<file path="config.mk">
export PLATFORM = sky130hd
export DESIGN_NAME = matrix_operand_sequencer_flat
export DESIGN_NICKNAME = d
export VERILOG_FILES = /design/src/rtl/matrix_operand_sequencer_pkg.sv /design/src/rtl/matrix_operand_sequencer_if.sv /design/src/rtl/matrix_operand_sequencer_index_counter.sv /design/src/rtl/matrix_operand_sequencer.sv /design/src/flat_wrapper.sv
export SDC_FILE = /design/constraint.sdc
export NUM_CORES = 1
export LEC_CHECK = 0
export BUFFER_PORTS_ARGS = -buffer_cell sky130_fd_sc_hd__buf_2
export CORE_MARGIN = 1
export CORE_UTILIZATION = 45
export DETAILED_ROUTE_END_ITERATION = 8
export SKIP_CTS_REPAIR_TIMING = 1
export SYNTH_ARGS = -nofsm -noshare
export SYNTH_HDL_FRONTEND = slang
export SYNTH_SLANG_ARGS = --single-unit
</file>
<file path="constraint.sdc">
create_clock -name clk -period 3.6 [get_ports clk]
set_clock_uncertainty 0.1 [all_clocks]
set_input_delay 0.54 -clock clk [delete_from_list [all_inputs] [get_ports clk]]
set_output_delay 0.54 -clock clk [all_outputs]
set_load 0.05 [all_outputs]
</file>
<file path="src/rtl/matrix_operand_sequencer_pkg.sv">
// -----------------------------------------------------------------------------
// matrix_pkg
// Shared types and constants for the 3x3 matrix operand sequencer and the
// downstream dot-product stage.
//   DIM / ELEMS  : matrix dimension and element count
//   elem_t       : one matrix element
//   pair_t       : packed operand pair {b, a} as consumed by the dot-product stage
//   seq_state_t  : sequencer FSM states
//   elem_index() : row-major element index 3*row+col
// -----------------------------------------------------------------------------
package matrix_pkg;

  localparam int DATA_W = 16;
  localparam int DIM    = 3;
  localparam int ELEMS  = DIM * DIM;

  typedef logic [DATA_W-1:0] elem_t;

  typedef struct packed {
    elem_t b;
    elem_t a;
  } pair_t;

  typedef enum logic [1:0] {
    IDLE   = 2'd0,
    STREAM = 2'd1,
    DONE   = 2'd2
  } seq_state_t;

  function automatic logic [3:0] elem_index(input logic [1:0] row, input logic [1:0] col);
    return ({2'b00, row} * 4'd3) + {2'b00, col};
  endfunction

endpackage

</file>
<file path="src/rtl/matrix_operand_sequencer_if.sv">
// -----------------------------------------------------------------------------
// matrix_operand_sequencer_if
// Bundles the element-write port, the start/status signals and the streaming
// output handshake of the operand sequencer.
//   slave  : sequencer side (accepts writes/start/out_ready, drives the stream)
//   master : feeder/consumer side
// -----------------------------------------------------------------------------
interface matrix_operand_sequencer_if #(
  parameter int DATA_W = 16
);
  logic                  wr_en;
  logic                  wr_sel;
  logic [3:0]            wr_addr;
  logic [DATA_W-1:0]     wr_data;
  logic                  start;
  logic                  busy;
  logic                  done;
  logic                  out_valid;
  logic                  out_ready;
  logic [2*DATA_W-1:0]   out_data;
  logic                  out_first;
  logic                  out_last;
  logic [3:0]            out_sel;

  modport slave (
    input  wr_en, wr_sel, wr_addr, wr_data, start, out_ready,
    output busy, done, out_valid, out_data, out_first, out_last, out_sel
  );

  modport master (
    output wr_en, wr_sel, wr_addr, wr_data, start, out_ready,
    input  busy, done, out_valid, out_data, out_first, out_last, out_sel
  );
endinterface

</file>
<file path="src/rtl/matrix_operand_sequencer_index_counter.sv">
// -----------------------------------------------------------------------------
// matrix_index_counter
// Nested i (outer) / j / k (inner) counter, each running 0..DIM-1.
//   clk, rst_n : clock, async active-low reset
//   srst       : synchronous clear to the origin (wins over en)
//   en         : advance one step
//   i, j, k    : current indices
//   first/last : k at 0 / k at DIM-1
//   terminal   : all three indices at DIM-1 (next step wraps to origin)
// -----------------------------------------------------------------------------
module matrix_index_counter (
  input  logic       clk,
  input  logic       rst_n,
  input  logic       srst,
  input  logic       en,
  output logic [1:0] i,
  output logic [1:0] j,
  output logic [1:0] k,
  output logic       first,
  output logic       last,
  output logic       terminal
);
  import matrix_pkg::*;

  localparam logic [1:0] LAST_IDX = 2'(DIM - 1);

  logic [1:0] i_r, j_r, k_r;
  logic [1:0] i_nxt_s, j_nxt_s, k_nxt_s;

  // Next-index logic: k carries into j, j carries into i, i wraps to 0.
  always_comb begin
    i_nxt_s = i_r;
    j_nxt_s = j_r;
    k_nxt_s = k_r;
    if (srst) begin
      i_nxt_s = 2'd0;
      j_nxt_s = 2'd0;
      k_nxt_s = 2'd0;
    end else if (en) begin
      if (k_r == LAST_IDX) begin
        k_nxt_s = 2'd0;
        if (j_r == LAST_IDX) begin
          j_nxt_s = 2'd0;
          if (i_r == LAST_IDX) begin
            i_nxt_s = 2'd0;
          end else begin
            i_nxt_s = i_r + 2'd1;
          end
        end else begin
          j_nxt_s = j_r + 2'd1;
        end
      end else begin
        k_nxt_s = k_r + 2'd1;
      end
    end else begin
      i_nxt_s = i_r;
      j_nxt_s = j_r;
      k_nxt_s = k_r;
    end
  end

  // Index registers.
  always_ff @(posedge clk or negedge rst_n) begin
    if (!rst_n) begin
      i_r <= 2'd0;
      j_r <= 2'd0;
      k_r <= 2'd0;
    end else begin
      i_r <= i_nxt_s;
      j_r <= j_nxt_s;
      k_r <= k_nxt_s;
    end
  end

  assign i        = i_r;
  assign j        = j_r;
  assign k        = k_r;
  assign first    = (k_r == 2'd0);
  assign last     = (k_r == LAST_IDX);
  assign terminal = (i_r == LAST_IDX) && (j_r == LAST_IDX) && (k_r == LAST_IDX);

endmodule

</file>
<file path="src/rtl/matrix_operand_sequencer.sv">
// -----------------------------------------------------------------------------
// matrix_operand_sequencer
// Buffers 3x3 operand matrices A and B (one element written per cycle while
// idle) and, on start, streams the 27 operand pairs of a 3x3 matrix multiply
// in i/j/k order, each beat tagged with its result slot 3*i+j.
//   clk, reset            : clock, async active-low reset
//   bus.wr_*              : element write (wr_sel 0=A, 1=B; addr 0..8 row-major)
//   bus.start/busy/done   : stream control and status
//   bus.out_valid/ready   : output handshake
//   bus.out_data          : {B element, A element}
//   bus.out_first/last    : first/third pair of a result slot
//   bus.out_sel           : result slot 0..8
// Build option SEQ_B_TRANSPOSED_EN: B is stored pre-transposed, beats carry
// {B[j][k], A[i][k]} instead of {B[k][j], A[i][k]}.
// -----------------------------------------------------------------------------
module matrix_operand_sequencer #(
  parameter int DATA_W = 16
) (
  input  logic                        clk,
  input  logic                        reset,
  matrix_operand_sequencer_if.slave   bus
);
  import matrix_pkg::*;

  logic [DATA_W-1:0]   a_mem_r [0:ELEMS-1];
  logic [DATA_W-1:0]   b_mem_r [0:ELEMS-1];

  seq_state_t          state_r, state_nxt_s;
  logic                wr_fire_s, xfer_s, load_s, srst_s;
  logic [1:0]          i_s, j_s, k_s;
  logic                first_s, last_s, terminal_s;
  logic [3:0]          a_addr_s, b_addr_s;
  logic [DATA_W-1:0]   a_elem_s, b_elem_s;

  logic                busy_r, done_r, out_valid_r;
  logic                out_first_r, out_last_r, out_term_r;
  logic [2*DATA_W-1:0] out_data_r;
  logic [3:0]          out_sel_r;

  assign wr_fire_s = bus.wr_en && (state_r == IDLE) && (bus.wr_addr <= 4'd8);
  assign xfer_s    = out_valid_r && bus.out_ready;
  // The counter holds the index of the next beat to load: it advances on
  // the start load and on every non-final transfer.
  assign load_s    = ((state_r == IDLE) && bus.start) || (xfer_s && !out_term_r);
  assign srst_s    = (state_r == IDLE) && !bus.start;

  matrix_index_counter u_idx (
    .clk      (clk),
    .rst_n    (reset),
    .srst     (srst_s),
    .en       (load_s),
    .i        (i_s),
    .j        (j_s),
    .k        (k_s),
    .first    (first_s),
    .last     (last_s),
    .terminal (terminal_s)
  );

  // Operand addresses for the beat being loaded.
  always_comb begin
    a_addr_s = elem_index(i_s, k_s);
`ifdef SEQ_B_TRANSPOSED_EN
    b_addr_s = elem_index(j_s, k_s);
`else
    b_addr_s = elem_index(k_s, j_s);
`endif
  end

  // Operand read with write bypass so a write in the start cycle is seen.
  always_comb begin
    a_elem_s = a_mem_r[a_addr_s];
    b_elem_s = b_mem_r[b_addr_s];
    if (wr_fire_s && !bus.wr_sel && (bus.wr_addr == a_addr_s)) begin
      a_elem_s = bus.wr_data;
    end else begin
      a_elem_s = a_mem_r[a_addr_s];
    end
    if (wr_fire_s && bus.wr_sel && (bus.wr_addr == b_addr_s)) begin
      b_elem_s = bus.wr_data;
    end else begin
      b_elem_s = b_mem_r[b_addr_s];
    end
  end

  // Operand buffers; contents are don't-care after reset.
  always_ff @(posedge clk) begin
    if (wr_fire_s) begin
      if (bus.wr_sel) begin
        b_mem_r[bus.wr_addr] <= bus.wr_data;
      end else begin
        a_mem_r[bus.wr_addr] <= bus.wr_data;
      end
    end
  end

  // Next-state logic.
  always_comb begin
    state_nxt_s = state_r;
    case (state_r)
      IDLE: begin
        if (bus.start) begin
          state_nxt_s = STREAM;
        end else begin
          state_nxt_s = IDLE;
        end
      end
      STREAM: begin
        if (xfer_s && out_term_r) begin
          state_nxt_s = DONE;
        end else begin
          state_nxt_s = STREAM;
        end
      end
      DONE:    state_nxt_s = IDLE;
      default: state_nxt_s = IDLE;
    endcase
  end

  // State and registered outputs; beat registers only change on a load,
  // so they hold under backpressure.
  always_ff @(posedge clk or negedge reset) begin
    if (!reset) begin
      state_r     <= IDLE;
      busy_r      <= 1'b0;
      done_r      <= 1'b0;
      out_valid_r <= 1'b0;
      out_first_r <= 1'b0;
      out_last_r  <= 1'b0;
      out_term_r  <= 1'b0;
      out_data_r  <= '0;
      out_sel_r   <= 4'd0;
    end else begin
      state_r     <= state_nxt_s;
      busy_r      <= (state_nxt_s == STREAM);
      out_valid_r <= (state_nxt_s == STREAM);
      done_r      <= (state_nxt_s == DONE);
      if (load_s) begin
        out_data_r  <= {b_elem_s, a_elem_s};
        out_sel_r   <= elem_index(i_s, j_s);
        out_first_r <= first_s;
        out_last_r  <= last_s;
        out_term_r  <= terminal_s;
      end else if (state_nxt_s != STREAM) begin
        out_data_r  <= '0;
        out_sel_r   <= 4'd0;
        out_first_r <= 1'b0;
        out_last_r  <= 1'b0;
        out_term_r  <= 1'b0;
      end
    end
  end

  assign bus.busy      = busy_r;
  assign bus.done      = done_r;
  assign bus.out_valid = out_valid_r;
  assign bus.out_data  = out_data_r;
  assign bus.out_first = out_first_r;
  assign bus.out_last  = out_last_r;
  assign bus.out_sel   = out_sel_r;

endmodule

</file>
<file path="src/flat_wrapper.sv">
// flat-port wrapper written by rule: the top's interface ports become plain ports
module matrix_operand_sequencer_flat import matrix_pkg::*;
#(
  parameter int DATA_W = 16
)
  (clk, reset, bus_wr_en, bus_wr_sel, bus_wr_addr, bus_wr_data, bus_start, bus_out_ready, bus_busy, bus_done, bus_out_valid, bus_out_data, bus_out_first, bus_out_last, bus_out_sel);
  matrix_operand_sequencer_if #(.DATA_W(DATA_W)) bus_i ();
  input  logic clk;
  input  logic reset;
  input wire logic [$bits(bus_i.wr_en)-1:0] bus_wr_en;
  input wire logic [$bits(bus_i.wr_sel)-1:0] bus_wr_sel;
  input wire logic [$bits(bus_i.wr_addr)-1:0] bus_wr_addr;
  input wire logic [$bits(bus_i.wr_data)-1:0] bus_wr_data;
  input wire logic [$bits(bus_i.start)-1:0] bus_start;
  input wire logic [$bits(bus_i.out_ready)-1:0] bus_out_ready;
  output wire logic [$bits(bus_i.busy)-1:0] bus_busy;
  output wire logic [$bits(bus_i.done)-1:0] bus_done;
  output wire logic [$bits(bus_i.out_valid)-1:0] bus_out_valid;
  output wire logic [$bits(bus_i.out_data)-1:0] bus_out_data;
  output wire logic [$bits(bus_i.out_first)-1:0] bus_out_first;
  output wire logic [$bits(bus_i.out_last)-1:0] bus_out_last;
  output wire logic [$bits(bus_i.out_sel)-1:0] bus_out_sel;
  assign bus_i.wr_en = bus_wr_en;
  assign bus_i.wr_sel = bus_wr_sel;
  assign bus_i.wr_addr = bus_wr_addr;
  assign bus_i.wr_data = bus_wr_data;
  assign bus_i.start = bus_start;
  assign bus_i.out_ready = bus_out_ready;
  assign bus_busy = bus_i.busy;
  assign bus_done = bus_i.done;
  assign bus_out_valid = bus_i.out_valid;
  assign bus_out_data = bus_i.out_data;
  assign bus_out_first = bus_i.out_first;
  assign bus_out_last = bus_i.out_last;
  assign bus_out_sel = bus_i.out_sel;
  matrix_operand_sequencer #(.DATA_W(DATA_W)) u_core (.clk(clk), .reset(reset), .bus(bus_i));
endmodule
</file>
==> results of run 1 <==
[report_power, final]
| part | internal [mW] | switching, mW |
|---|---|---|
| Sequential | 4.50 | 0.191 |
| Combinational | 2.73 | 3.97 |
| Clock | 2.42 | 1.47 |
| Total | 9.64 | 5.64 |
[registers in the layout, indices dropped and copies added (netlist names)]
name                  count
u_core.bus.out_last       1
u_core.u_idx.i            2
u_core.b_mem_r          144
u_core.bus.out_data      32
u_core.bus.out_first      1
u_core.bus.out_sel        4
u_core.bus.busy           1
u_core.out_term_r         1
u_core.state_r            2
u_core.bus.done           1
u_core.u_idx.j            2
u_core.u_idx.k            2
u_core.a_mem_r          144
[Yosys cell counts (all sizes together) (20+ instances only)]
cell type  number
buf            32
nand2b         20
nand3          33
clkbuf         23
o21ai          33
nand2          44
a22oi          63
edfxtp        288
dfrtp          49
mux2i         132
nor2           30
nor2b          22
[worst max-delay path, cell delays in order, from the launching register on]
cell	delay (ps)
dfrtp_1	450
inv_1	140
fa_1	540
inv_1	40
ha_1	170
inv_1	80
fa_1	490
xnor2_1	230
nor4_4	270
nand2_4	270
and3_1	260
o21ai_1	130
[area by class of cell]
| class | count | area (um^2) |
|---|---|---|
| fill | 2434 | 13900 |
| sequential | 337 | 9870 |
| multi-input combinational | 492 | 3750 |
| clock buffer | 51 | 1060 |
| timing repair buffer | 110 | 686 |
| tap | 390 | 488 |
| clock inverter | 15 | 211 |
| inverter | 10 | 37.5 |
[cells by family after synthesis]
| group | after synthesis |
|---|---|
| and+or+nand+nor | 185 |
| adders and majority gates | 18 |
| AOI/OAI and AO/OA | 147 |
| muxes | 132 |
| buffers and inverters | 65 |
| xor gates and xnor gates | 10 |
| DFF | 337 |
[layer usage]
layer  vias up  track usage
met2       196        0.337
met3        44       0.0300
met1      3972        0.280
li1       3620            -
met5         -            0
met4         0       0.0580
[final timing paths]
path                                    startpoint                 endpoint  slack, ps
min in group clk                         bus_start          u_core.bus.busy        250
max                              u_core.u_idx.k[0]  u_core.bus.out_data[22]        350
min                                          reset     u_core.bus.out_first        110
min reg2reg                u_core.bus.out_data[18]  u_core.bus.out_data[18]        380
max reg2reg                      u_core.u_idx.k[0]  u_core.bus.out_data[22]        350
max in group asynchronous                    reset  u_core.bus.out_data[31]       2560
[per-stage QoR]
step / util / worst slack, ps / cells
2_1_floorplan: - / 461 / 894
3_3_place_gp: 0.494 / 370 / 1339
3_5_place_dp: 0.494 / 267 / 1339
4_1_cts: 0.536 / 218 / 1405
5_1_grt: 0.536 / 148 / 1405
6_report: 0.536 / 346 / 1405
==> results.sh, run 1 <==
export IMPL_status="finished, final reports clean"
export IMPL_worstSetupPathType="flop to flop"
export IMPL_yosys_area_top_type="edfxtp_1"
export IMPL_fp_row_count=63
export IMPL_synth_ff_type="edfxtp_1"
export IMPL_dr_wl_met3_um=1460
export IMPL_syn_inst=894
export IMPL_grt_pass1_wl_um=47200
export IMPL_wl_per_cell_um=22.0
export IMPL_grt_usage=0.204
export IMPL_start_util=0.462
export IMPL_grt_pass1_vias=7820
export IMPL_layout_commonest_cell="edfxtp_1"
export IMPL_die_area_um2=31600
export IMPL_required_ps=3940
export IMPL_gr_total_overflow=0
export IMPL_area_growth_syn_to_layout_pct=16.0
export IMPL_p_per_area_nw_per_um2=948
export IMPL_cts_buffers=36
export IMPL_rsz0062_at_grt="no"
export IMPL_core_um2=30000
export IMPL_p_leak_nw=6.01
export IMPL_timing_fmax_ghz=0.307
export IMPL_timing_hold_ws_ps=113
export IMPL_path_max_fanout=30
export IMPL_worstPathArrival_ps=3600
export IMPL_cp_start_kind="flop"
export IMPL_drt_met1_wl_um=13800
export IMPL_gp_congestion=0.777
export IMPL_yosys_top_cells_area="edfxtp_1 62%, mux2i_1 9.4%, dfrtp_1 8.8%"
export IMPL_period_share=0.904
export IMPL_syn_nets=938
export IMPL_async_flop_share=0.145
export IMPL_port_buffers=66
export IMPL_synth_top_area_share=0.623
export IMPL_synth_seq_cells=337
export IMPL_clock_path_buffers=3
export IMPL_synth_compound_area_frac=0.0740
export IMPL_top_layer="met4"
export IMPL_max_cap_viol_count=0
export IMPL_synth_edf_count=288
export IMPL_finalSetupViolations=0
export IMPL_synthXorXnorAreaFrac=0.00784
export IMPL_syn_area_per_cell_um2=15.5
export IMPL_dpl_cell_area_um2=14800
export IMPL_synth_area_um2=13900
export IMPL_die_height_um=178
export IMPL_hold_class="primary input to async pin"
export IMPL_final_cell_mix="288 x edfxtp_1, 131 x mux2i_1, 66 x buf_2"
export IMPL_drt_iter0_drc=520
export IMPL_hpwlAfterDp_um=17900
export IMPL_die_x_um=178
export IMPL_worstRegToRegCells=11
export IMPL_synth_distinct_cells=47
export IMPL_antenna_found_initial=0
export IMPL_clk_pin_slew_ps=60
export IMPL_wl_met2_um=15100
export IMPL_synthAdderAreaFrac=0.0184
export IMPL_relSlewSlack=0.303
export IMPL_drc_errors=0
export IMPL_worst_pin_slew_ps=1050
export IMPL_antenna_cells=0
export IMPL_drv_slew=0
export IMPL_ir_drop_v=0.000602
export IMPL_num_io_pins=67
export IMPL_htreeDepth=2
export IMPL_antenna_left=0
export IMPL_vias=7832
export IMPL_synth_mux_area_frac=0.0961
export IMPL_fin_area_um2=16100
export IMPL_layout_drive_gt1_share=0.182
export IMPL_cts_sinks=337
export IMPL_worstSkewPairLatency_ps=520
export IMPL_first_pass_iters=4
export IMPL_ctsRootBufferMaster="clkbuf_16"
export IMPL_wirelength_um=30900
export IMPL_hold_viol=0
export IMPL_endpoint_kind="flop"
export IMPL_synth_seq_area_share=0.711
export IMPL_power_mw=15.3
export IMPL_ys_warn_count=0
export IMPL_grt_max_degree=47
export IMPL_synthSimpleGateAreaFrac=0.0691
export IMPL_via_per_inst=5.57
export IMPL_cts_tree="done"
export IMPL_fin_setup_tns_ps=0
export IMPL_layout_nets=1031
export IMPL_period_minus_slack_ps=3250
export IMPL_synth_top_family_by_area="multiplexers"
(Power assumes the default switching activity.)
==> run 2: changes to the inputs <==
--- a/config.mk
+++ b/config.mk
@@ -6,8 +6,9 @@
 export NUM_CORES = 1
 export LEC_CHECK = 0
 export BUFFER_PORTS_ARGS = -buffer_cell sky130_fd_sc_hd__buf_2
+export CAP_MARGIN = 25
 export CORE_MARGIN = 1
-export CORE_UTILIZATION = 45
+export CORE_UTILIZATION = 30
 export DETAILED_ROUTE_END_ITERATION = 8
 export SKIP_CTS_REPAIR_TIMING = 1
 export SYNTH_ARGS = -nofsm -noshare
==> run 2 against run 1 <==
  * Die area rose by 49%
  * Non-clock buffer count fell by 6
  * Sequential power barely moved
  * Via count rose by 1.7%
  * Flip-flop and latch count did not move
  * Wire length rose by 6.0%
  * Sequential share of layout area fell by 0.26 points
  * Critical path depth did not move
  * Clock power fell by 8.7%
  * Power fell by 2.2%
==> results.sh, run 2 (synthesis results as in run 1) <==
export IMPL_status="finished, final reports clean"
export IMPL_grt_usage=0.137
export IMPL_drc_errors=0
export IMPL_num_io_pins=67
export IMPL_wl_per_cell_um=20.3
export IMPL_fin_area_um2=16200
export IMPL_relSlewSlack=0.422
export IMPL_p_per_area_nw_per_um2=924
export IMPL_max_cap_viol_count=0
export IMPL_critical_path_most_common_cell="inv_1"
export IMPL_drt_iter0_drc=667
export IMPL_hpwlAfterDp_um=18600
export IMPL_worstSkewPairLatency_ps=530
export IMPL_path_cells="inv_1 > fa_1 > inv_1 > ha_1 > inv_1 > fa_1 > xnor2_1 > nor4_4 > nand2_2 > and3_1 > o21ai_1"
export IMPL_die_height_um=217
export IMPL_endpoint="u_core.bus.out_data[26]"
export IMPL_path_max_fanout=30
export IMPL_crit_start="u_core.u_idx.k[1]"
export IMPL_area_growth_syn_to_layout_pct=16.5
export IMPL_period_minus_slack_ps=3360
export IMPL_antenna_left=0
export IMPL_pre_cts_slack_ps=252
export IMPL_layout_nets=1026
export IMPL_die_area_um2=47100
export IMPL_fin_setup_tns_ps=0
export IMPL_final_cell_mix="288 x edfxtp_1, 131 x mux2i_1, 66 x buf_2"
export IMPL_p_leak_nw=5.88
export IMPL_worstRegToRegCells=11
export IMPL_required_ps=3940
export IMPL_layout_commonest_cell="edfxtp_1"
export IMPL_drv_slew=0
export IMPL_cts_tree="done"
export IMPL_endpoint_kind="flop"
export IMPL_core_um2=45500
export IMPL_cts_buffers=37
export IMPL_worstSetupPathType="flop to flop"
export IMPL_slowest_stage="fa_1"
export IMPL_grt_max_degree=51
export IMPL_layout_drive_gt1_share=0.164
export IMPL_cp_start_kind="flop"
export IMPL_hold_class="primary input to async pin"
export IMPL_cts_sinks=337
export IMPL_grt_pass1_vias=7779
export IMPL_clk_pin_slew_ps=60
export IMPL_ir_drop_v=0.00102
export IMPL_gp_congestion=0.760
export IMPL_finalSetupViolations=0
export IMPL_first_pass_iters=5
export IMPL_regToRegStartpoint="u_core.u_idx.k[1]"
export IMPL_die_x_um=217
export IMPL_wirelength_um=32700
export IMPL_grt_pass1_wl_um=48700
export IMPL_timing_rr_end="u_core.bus.out_data[26]"
export IMPL_via_per_inst=4.94
export IMPL_timing_fmax_ghz=0.298
export IMPL_htreeDepth=2
export IMPL_period_share=0.934
export IMPL_start_util=0.305
export IMPL_setup_ws_ps=239
export IMPL_ctsRootBufferMaster="clkbuf_16"
export IMPL_port_buffers=66
export IMPL_antenna_found_initial=3
export IMPL_worstPathArrival_ps=3700
export IMPL_worst_pin_slew_ps=865
export IMPL_hold_viol=0
export IMPL_fp_row_count=78
export IMPL_cpPeakStageDelay_ps=610
export IMPL_r2r_setup_slack_ps=240
export IMPL_rsz0062_at_grt="no"
export IMPL_dpl_cell_area_um2=15000
export IMPL_vias=7965
export IMPL_gr_total_overflow=0
export IMPL_clock_path_buffers=3
-- run 2: changes by cell type in the layout (fill, tap and decap cells not counted), moves of 4 or more --
cell / before / now
clkbuf_1: 6 / 19
clkbuf_8: 8 / 1
buf_4: 42 / 37
bufinv_16: 5 / 1
-- run 2: worst max-delay path: cells and delay by family, from the launching register on --
kind	cells	cell delay, ps
compound gates	1	150
xor+xnor	1	160
fa+ha+maj	3	1210
buf+inv	3	370
flops	1	410
simple gates	3	890
-- run 2: how the worst min path moves through the flow --
stage	from	to	slack (ps)	depth (start not counted)
2_1_floorplan	reset	u_core.bus.busy	140	0
3_3_place_gp	u_core.bus.out_last	u_core.bus.out_last	360	2
3_5_place_dp	u_core.bus.out_last	u_core.bus.out_last	370	2
4_1_cts	reset	u_core.bus.out_data[13]	2	1
5_1_grt	reset	u_core.bus.out_data[13]	30	1
6_report	reset	u_core.bus.out_last	9	1
-- run 2: layer usage --
layer  GRT usage  routed length [um]  vias up
met2       0.212               14800      207
li1            -                   -     3608
met4      0.0418                 646        2
met3      0.0239                1730       51
met1       0.195               15500     4097
met5           0                  13        -
-- run 2: where the power goes --
part           internal (mW)  leakage [nW]  total [mW]  switching, mW
sequential              4.50          3.18        4.72          0.221
clock                   2.07         0.544        3.55           1.48
combinational           2.67          2.15        6.68           4.00
-- run 2: area by class of cell --
cell class	instances	area, um^2
Fill cell	4362	29300
Sequential cell	337	9870
Multi-Input combinational cell	492	3740
Clock buffer	58	1040
Tap cell	600	751
Timing Repair Buffer	104	628
Clock inverter	10	104
Inverter	10	37.5
Antenna cell	1	2.50
-- run 2: stage by stage --
step	util	hold WS [ps]	instances	power [mW]
after floorplan	-	144	894	9.77
after global placement	0.331	360	1543	11.4
after detailed placement	0.331	368	1543	11.5
after CTS	0.356	1.76	1611	15.1
after global routing	0.356	28.4	1612	15.7
final	0.356	8.94	1612	14.9
